--- src/rtl/uart_rx.sv ---
// uart_rx: 8N1 serial receiver with a small receive FIFO and a
// CPU-visible data/status register pair.
module uart_rx #(
    parameter int CLK_FREQ   = 25000000,
    parameter int BAUD_RATE  = 9600,
    parameter int FIFO_DEPTH = 4
) (
    input  logic       clk,
    input  logic       rst,
    input  logic       cs,
    input  logic       we,
    input  logic       re,
    input  logic [7:0] addr,
    input  logic [7:0] data_in,
    output logic [7:0] data_out,
    input  logic       rx,
    output logic       rx_irq
);

    localparam int CPB  = CLK_FREQ / BAUD_RATE;
    localparam int HALF = CPB / 2;
    localparam int CW   = $clog2(CPB + 1);
    localparam int PW   = $clog2(FIFO_DEPTH);

    localparam logic [CW-1:0] LAST_BIT  = CW'(CPB - 1);
    localparam logic [CW-1:0] LAST_HALF = CW'(HALF - 1);
    localparam logic [PW:0]   FULL_CNT  = (PW + 1)'(FIFO_DEPTH);

    typedef enum logic [2:0] {
        IDLE,
        START,
        DATA,
        STOP,
        WAIT_IDLE
    } state_t;

    state_t        state;
    logic          rx_meta;
    logic          rx_sync;
    logic [CW-1:0] cnt;
    logic [2:0]    bit_idx;
    logic [7:0]    shift;
    logic          overrun;
    logic          frame_err;

    logic [7:0]    mem [FIFO_DEPTH];
    logic [PW-1:0] head;
    logic [PW-1:0] tail;
    logic [PW:0]   count;

    logic          empty;
    logic          full;
    logic          stop_sample;
    logic          push;
    logic          pop;
    logic          wr;
    logic          ovr_set;
    logic          ferr_set;
    logic          clr;
    logic          data_in_unused;

    assign empty       = (count == '0);
    assign full        = (count == FULL_CNT);
    assign stop_sample = (state == STOP) && (cnt == LAST_BIT);
    assign push        = stop_sample && rx_sync;
    assign ferr_set    = stop_sample && !rx_sync;
    assign pop         = re && cs && (addr == 8'h00) && !empty;
    assign wr          = push && (!full || pop);
    assign ovr_set     = push && full && !pop;
    assign clr         = cs && we && (addr == 8'h01);
    assign rx_irq      = !empty;

    // The written value carries no meaning; any write clears the flags.
    assign data_in_unused = ^data_in;

    // Two-flop synchronizer for the asynchronous serial line.
    always_ff @(posedge clk) begin
        if (rst) begin
            rx_meta <= 1'b1;
            rx_sync <= 1'b1;
        end else begin
            rx_meta <= rx;
            rx_sync <= rx_meta;
        end
    end

    // Receiver FSM: start-bit qualification, mid-bit sampling, stop check.
    always_ff @(posedge clk) begin
        if (rst) begin
            state   <= IDLE;
            cnt     <= '0;
            bit_idx <= '0;
            shift   <= '0;
        end else begin
            unique case (state)
                IDLE: begin
                    if (!rx_sync) begin
                        state <= START;
                        cnt   <= '0;
                    end
                end
                START: begin
                    if (cnt == LAST_HALF) begin
                        cnt     <= '0;
                        bit_idx <= '0;
                        state   <= rx_sync ? IDLE : DATA;
                    end else begin
                        cnt <= cnt + 1'b1;
                    end
                end
                DATA: begin
                    if (cnt == LAST_BIT) begin
                        cnt   <= '0;
                        shift <= {rx_sync, shift[7:1]};
                        if (bit_idx == 3'd7) begin
                            state <= STOP;
                        end else begin
                            bit_idx <= bit_idx + 1'b1;
                        end
                    end else begin
                        cnt <= cnt + 1'b1;
                    end
                end
                STOP: begin
                    if (cnt == LAST_BIT) begin
                        cnt   <= '0;
                        state <= rx_sync ? IDLE : WAIT_IDLE;
                    end else begin
                        cnt <= cnt + 1'b1;
                    end
                end
                WAIT_IDLE: begin
                    if (rx_sync) begin
                        state <= IDLE;
                    end
                end
                default: state <= IDLE;
            endcase
        end
    end

    // FIFO storage; contents need no reset since count gates visibility.
    always_ff @(posedge clk) begin
        if (wr) begin
            mem[tail] <= shift;
        end
    end

    // FIFO pointers and occupancy; simultaneous push and pop cancel out.
    always_ff @(posedge clk) begin
        if (rst) begin
            head  <= '0;
            tail  <= '0;
            count <= '0;
        end else begin
            if (wr) begin
                tail <= tail + 1'b1;
            end
            if (pop) begin
                head <= head + 1'b1;
            end
            if (wr && !pop) begin
                count <= count + 1'b1;
            end else if (pop && !wr) begin
                count <= count - 1'b1;
            end
        end
    end

    // Sticky error flags; a set in the same cycle as a clear wins.
    always_ff @(posedge clk) begin
        if (rst) begin
            overrun   <= 1'b0;
            frame_err <= 1'b0;
        end else begin
            if (clr) begin
                overrun   <= 1'b0;
                frame_err <= 1'b0;
            end
            if (ovr_set) begin
                overrun <= 1'b1;
            end
            if (ferr_set) begin
                frame_err <= 1'b1;
            end
        end
    end

    // Register read mux.
    always_comb begin
        data_out = 8'h00;
        if (addr == 8'h00) begin
            data_out = empty ? 8'h00 : mem[head];
        end else if (addr == 8'h01) begin
            data_out = {4'b0, full, frame_err, overrun, !empty};
        end
    end

endmodule

--- config.mk ---
export PLATFORM = sky130hd
export DESIGN_NAME = uart_rx
export DESIGN_NICKNAME = d
export VERILOG_FILES = /design/src/rtl/uart_rx.sv
export SDC_FILE = /design/constraint.sdc
export NUM_CORES = 1
export LEC_CHECK = 0
export ABC_AREA = 1
export ABC_CLOCK_PERIOD_IN_PS = 3100
export CAP_MARGIN = 10
export CORE_ASPECT_RATIO = 1.1
export CORE_MARGIN = 4
export CORE_UTILIZATION = 35
export CTS_CLUSTER_SIZE = 28
export DETAILED_ROUTE_END_ITERATION = 7
export HOLD_SLACK_MARGIN = 0.1
export PLACE_DENSITY_LB_ADDON = 0.12
export SETUP_SLACK_MARGIN = 0.02
export SLEW_MARGIN = 20
export SYNTH_ARGS = -nofsm -noshare
export SYNTH_HDL_FRONTEND = slang
export SYNTH_SLANG_ARGS = --single-unit
--- constraint.sdc ---
create_clock -name clk -period 3.1 [get_ports clk]
set_clock_uncertainty 0.2 [all_clocks]
set_input_delay 0.465 -clock clk [delete_from_list [all_inputs] [get_ports clk]]
set_output_delay 0.465 -clock clk [all_outputs]
set_load 0.02 [all_outputs]
# After elaboration in Yosys (flattened, before gate mapping)
# Memory sizes are Yosys's and may differ from the RTL's. A register that Yosys moved wholly into a read port is not among the register bits.
# Cells that the tools add are included.
[op_classes] addsub=6 eq_ne=16 mux=29 n_reduce_logical=32
[op_table] operator="two-way mux 12 bit" count=3
[op_table] operator="two-way mux 3 bit" count=12
[op_table] operator="case mux 12 bit (3 select lines)" count=1
[op_table] operator="two-way mux 8 bit" count=2
[op_table] operator="case mux 3 bit (5 select lines)" count=1
[op_table] operator="logical AND 1 bit" count=13
[op_table] operator="adder 12 x 1 -> 12 bit (second input constant)" count=1
[op_table] operator="== test 12 x 11 -> 1 bit (second input constant)" count=1
[op_table] operator="== test 12 bit (second input constant)" count=1
[op_table] operator="!= test 2 bit (second input constant)" count=6
[op_table] operator="== test 3 bit (second input constant)" count=3
[op_table] operator="== test 8 x 1 -> 1 bit (second input constant)" count=1
[op_table] operator="zero test 8 bit" count=1
[op_table] operator="nonzero test 2 bit" count=4
[op_table] operator="adder 3 x 1 -> 3 bit (second input constant)" count=2
[op_table] operator="== test 3 x 2 -> 1 bit (second input constant)" count=2
[op_table] operator="zero test 3 bit" count=2
[op_table] operator="two-way mux 2 bit" count=3
[op_table] operator="case mux 3 bit (2 select lines)" count=1
[op_table] operator="AND reduction 6 bit" count=1
[op_table] operator="zero test 1 bit" count=5
[op_table] operator="two-way mux 1 bit" count=5
[op_table] operator="adder 2 x 1 -> 2 bit (second input constant)" count=2
[op_table] operator="two-way mux 4 bit" count=1
[op_table] operator="8 further kinds" count=9
[word_totals] regBits=37 mem_bits_rw=32 input_bits=22 output_inout_bits=9 wordCells=95 mem_count=1
[mem_list] name="mem" words=4 width=8 rd=1 rd_clocked_by_memory_dff=1 write_ports=1 line="46" rtl="logic [7:0] mem [FIFO_DEPTH];"

# Logic depth before layout (Yosys ltp)
[logic_depth] word_depth=9 depth_mapped=14 depth_no_buf=14

# Least setup slack after synthesis
# OpenSTA, ideal clock, no wires.
[synth_timing] path_kind="input port to flip-flop" from="input port addr[3]" to="register count[2]" setup_time_ps=122 arrival_ps=2222 required_time_ps=2778 setup_slack_ps=556 path_stages=14 n_path_buf=0 cell_sequence="nor2_1 > nand2_1 > nor2_1 > nand3_1 > nand2_1 > nand3_1 > inv_1 > ha_1 > inv_1 > fa_1 > a21oi_1 > o21ai_0 > o21ai_0 > a21oi_1"
[synth_via] elab_chain_len=8 word_cells_on_any_way=11 cone_classes="mux (1); reduce/logical (10)"
[synth_rtl] item="start, declared" line="13" rtl="input logic [7:0] addr,"
[synth_rtl] item="zero test 8 bit *" line="67" rtl="assign pop = re && cs && (addr == 8'h00) && !empty;"
[synth_rtl] item="logical AND 1 bit * (2 in a row)" line="67"
[synth_rtl] item="logical OR 1 bit *" line="68" rtl="assign wr = push && (!full || pop);"
[synth_rtl] item="logical AND 1 bit *" line="68"
[synth_rtl] item="named net wr" line="56" rtl="logic wr;"
[synth_rtl] item="zero test 1 bit" line="164" rtl="end else if (pop && !wr) begin"
[synth_rtl] item="logical AND 1 bit" line="164"
[synth_rtl] item="nonzero test 2 bit (no source line)"
[synth_rtl] item="end signal, assigned" line="163" rtl="count <= count + 1'b1;"
[synth_rtl] item="end signal, assigned" line="165" rtl="count <= count - 1'b1;"
[synth_rtl] item="end, declared" line="49" rtl="logic [PW:0] count;"
# Mark *: on every way through the listed nets, which the timed path passes. The rest lies on a longest branch.
# A chain may end at the register's enable or synchronous reset.

# Final worst setup path
[layout_timing] from="input port addr[3]" to="output port data_out[0]"
[layout_via] elab_chain_len=3 word_cells_on_any_way=4 cone_classes="eq/ne (1); mux (2); reduce/logical (1)"
[layout_rtl] item="== test 8 x 1 -> 1 bit" line="194" rtl="end else if (addr == 8'h01) begin"
[layout_rtl] item="two-way mux 4 bit" line="194"
[layout_rtl] item="two-way mux 8 bit *" line="192" rtl="if (addr == 8'h00) begin"
[layout_rtl] item="end, declared" line="15" rtl="output logic [7:0] data_out,"
# Mark *: on every way between the ends. The rest lies on a longest branch, timed or not.

==> results.json <==
{
  "cts_inserted_buffers": 9,
  "critical_path_arrival_ns": 2.25,
  "design.die.area_um2": 11290,
  "finish.net_count": 473,
  "final.fill_count": 969,
  "timing_worst_slew_pin_value_ns": 0.5258,
  "synth_seq_area_share": 0.5154,
  "power.share.clock": 0.309,
  "power.sequential.fraction": 0.467,
  "multi_input_comb_area_um2": 1409,
  "route.detailed.drc": 0,
  "p_switching_uw": 782.7,
  "regArea_um2": 1743,
  "dr.pass1.iters": 4,
  "dieWidth_um": 101.7,
  "post_drt_wl_per_cell_um": 12.48,
  "setup_violations": 0,
  "critical_path.reg2reg.startpoint": "cnt[0]",
  "path_depth": 7,
  "p_leak_nw": 1.555,
  "initial_detailed_routing_violation_count": 93,
  "cp_slowest_stage_delay_ns": 0.64,
  "clock_sinks": 71,
  "ys_top_cells_by_area": "edfxtp_1, dfxtp_1, nand2_1",
  "die_h_um": 111.1,
  "io_buffers": 22,
  "grt_max_degree": 18,
  "cp_max_fo": 5,
  "grt_pass1_wl_um": 11870,
  "cap_viol_max_count": 0,
  "clk_pin_slew_worst_paths_ns": 0.08,
  "drive_gt1_frac": 0.1300,
  "clkLatencyLatePin_ns": 0.35,
  "share_comb_of_total_power": 0.224,
  "ir_worst_vdd_mv": 0.2555,
  "synth.ff_latch_count": 71,
  "total_power_mw": 2.269,
  "final.period_utilization": 0.9395,
  "mostFrequentLayoutCells": "nand2_1, nor2_1, inv_1",
  "timing.critical_path.to_type": "primary output",
  "hold_path_depth": 1,
  "worst_setup_path_startpoint": "addr[3]",
  "grt_antenna_before_repair": 0,
  "grt_pass1_vias": 2550,
  "place_hpwl_um": 4974,
  "synth_area_um2": 3379,
  "clock_tree.root_cell": "clkbuf_8",
  "final_period_minus_worst_setup_slack_ns": 2.913,
  "critical-path-top-delay-family": "buffers and inverters",
  "post-synth-top-area-fraction": 0.2843,
  "ys.warnings.count": 0,
  "worstPathCellList": "clkdlybuf4s50_1, nor2_1, nand3b_1, nor2_1, nand2_1, a32oi_1, clkdlybuf4s50_1",
  "grt_remaining_overflow": 0,
  "cts.hold.buffers_added": 0,
  "setup_repair_after_global_routing_missed_its_margin": "no",
  "synth_largest_area_cell": "edfxtp_1",
  "hold_class": "register to register",
  "crit_path_start_kind": "input port",
  "h-tree-depth": 3,
  "cts_tree": "built",
  "crit_required_ns": 2.43,
  "cts_max_path_buffers": 2,
  "syn-mean-instance-area_um2": 8.303,
  "status": "finished clean",
  "layout_commonest_cell": "nand2_1",
  "syn-num-nets": 439,
  "setup.worst_path.class": "input port to primary output",
  "worst-path-buf-inv": 2,
  "timing.slew.headroom": 0.6491,
  "n_antenna_cell": 0,
  "report.final.slew_viol_count": 0,
  "vias": 2654,
  "grtUsageTotal": 0.1323,
  "post_synth_inst_count": 407,
  "route.detailed.vias_per_inst": 4.714,
  "core_um2": 9398,
  "start_util": 0.3596,
  "r2r.worst_path.cells": 14,
  "cts_setup_buffers": 0,
  "swShare": 0.3449,
  "cp_slowest_cell": "clkdlybuf4s50_1",
  "area_delta_synth_final_pct": 17.55,
  "postLayoutCoreUtil": 0.4227,
  "design_internal_power_mw": 1.486,
  "number_of_different_library_cells_in_the_post_synthesis_netlist": 36,
  "wirelength_um": 7024,
  "row_count": 37,
  "detailed_place.area_um2": 3776,
  "postLayoutCellArea_um2": 3973,
  "power_density_nw_per_um2": 571.2,
  "max_clock_freq_ghz": 0.3433,
  "final_antenna_net_count": 0,
  "pin_count": 31,
  "gpl.final_weighted_congestion": 0.8165,
  "timing_hold_violations_final": 0,
  "worstHoldStart": "rx_meta"
}
## worst paths after layout
path	endpoint	slack [ns]
setup / recovery	data_out[0]	0.19
hold / removal	rx_sync	0.21
setup reg to reg	count[2]	0.46
hold reg to reg	rx_sync	0.21
## cells by family after synthesis
group	Yosys count	synth area share
AO/OA/AOI/OAI	62	0.1018
XOR/XNOR	2	0.005184
AND/OR/NAND/NOR	204	0.2706
adder cells (fa/ha/maj)	10	0.03925
buffers and inverters	58	0.06775
flip-flops	71	0.5154
## power by group through the flow
stage | combinational [mW] | clock [mW] | sequential [mW]
finish | 0.508 | 0.700 | 1.06
global route | 0.594 | 0.766 | 1.07
CTS | 0.513 | 0.725 | 1.06
detailed placement | 0.510 | 0 | 1.08
global placement | 0.507 | 0 | 1.08
floorplan | 0.429 | 0 | 1.07
## area by class of cell
| type | instances | share of cell area |
|---|---|---|
| Sequential cell | 71 | 0.4387 |
| Multi-Input combinational cell | 278 | 0.3546 |
| Timing Repair Buffer | 32 | 0.07685 |
| Inverter | 49 | 0.04630 |
| Tap cell | 117 | 0.03685 |
| Clock buffer | 9 | 0.03118 |
| Clock inverter | 7 | 0.01543 |
## metal layers
metal	GRT usage	routed length, µm	share of wire	up-vias
met5	0	0	0	-
met4	0.05319	113	0.016	0
met3	0.03398	302	0.043	7
met2	0.2090	3284	0.47	34
met1	0.1708	3323	0.47	1213
li1	-	-	-	1400
## worst register-to-register path, stage by stage, from the launching register on
cell and delay (ns):
dfxtp_1 0.43, ha_1 0.22, nand2_1 0.08, nor2_2 0.16, nand3_1 0.10, nor2_1 0.13
nand3_1 0.11, inv_1 0.07, ha_1 0.13, inv_1 0.05, fa_1 0.37, a21oi_1 0.15
o21ai_0 0.11, o21ai_0 0.16, a21oi_1 0.05
## synthesized netlist by cell type
library cell / count
o211ai_1: 1
buf_1: 1
o21ai_1: 2
xor2_1: 2
a21oi_1: 31
edfxtp_1: 32
buf_2: 3
nand3_1: 24
nor3b_1: 1
nor3_4: 1
inv_2: 10
nand3_4: 1
or2_2: 2
nand4_1: 4
nor2_4: 1
nor4_1: 1
nor2_1: 57
a31oi_1: 1
nor3_2: 2
dfxtp_1: 39
fa_1: 1
nand3_2: 1
ha_1: 9
a21oi_4: 1
buf_6: 1
nand3b_1: 2
nor3_1: 4
a32oi_1: 1
or2_0: 1
clkbuf_1: 4
nor2_2: 9
nand2_1: 90
nand2_2: 3
inv_1: 39
o21ai_0: 22
a32o_1: 3
## registers in the layout, summed over array words and instances (netlist names), 2 cells and up, named ones only
| signal | cells |
|---|---|
| bit_idx | 3 |
| shift | 8 |
| head | 2 |
| count | 3 |
| mem | 32 |
| state | 3 |
| cnt | 12 |
| tail | 2 |
## stage by stage
stage	TNS, ns	cells	worst slack (ns)	hold WS [ns]
global placement	0	547	0.03893	0.1951
detailed placement	-0.008020	547	-0.008020	0.1964
finish	0	563	0.1875	0.2117
global route	0	563	0.04161	0.2305
floorplan	0	407	0.5555	0.1895
CTS	0	563	0.1080	0.2161
## timing repair
action | in CTS | in global routing
hold endpoints to repair | 0 | 0
gates resized for setup | 1 | 4
setup endpoints to repair | 1 | 4
No activity file was read; power rests on OpenSTA's default activity.
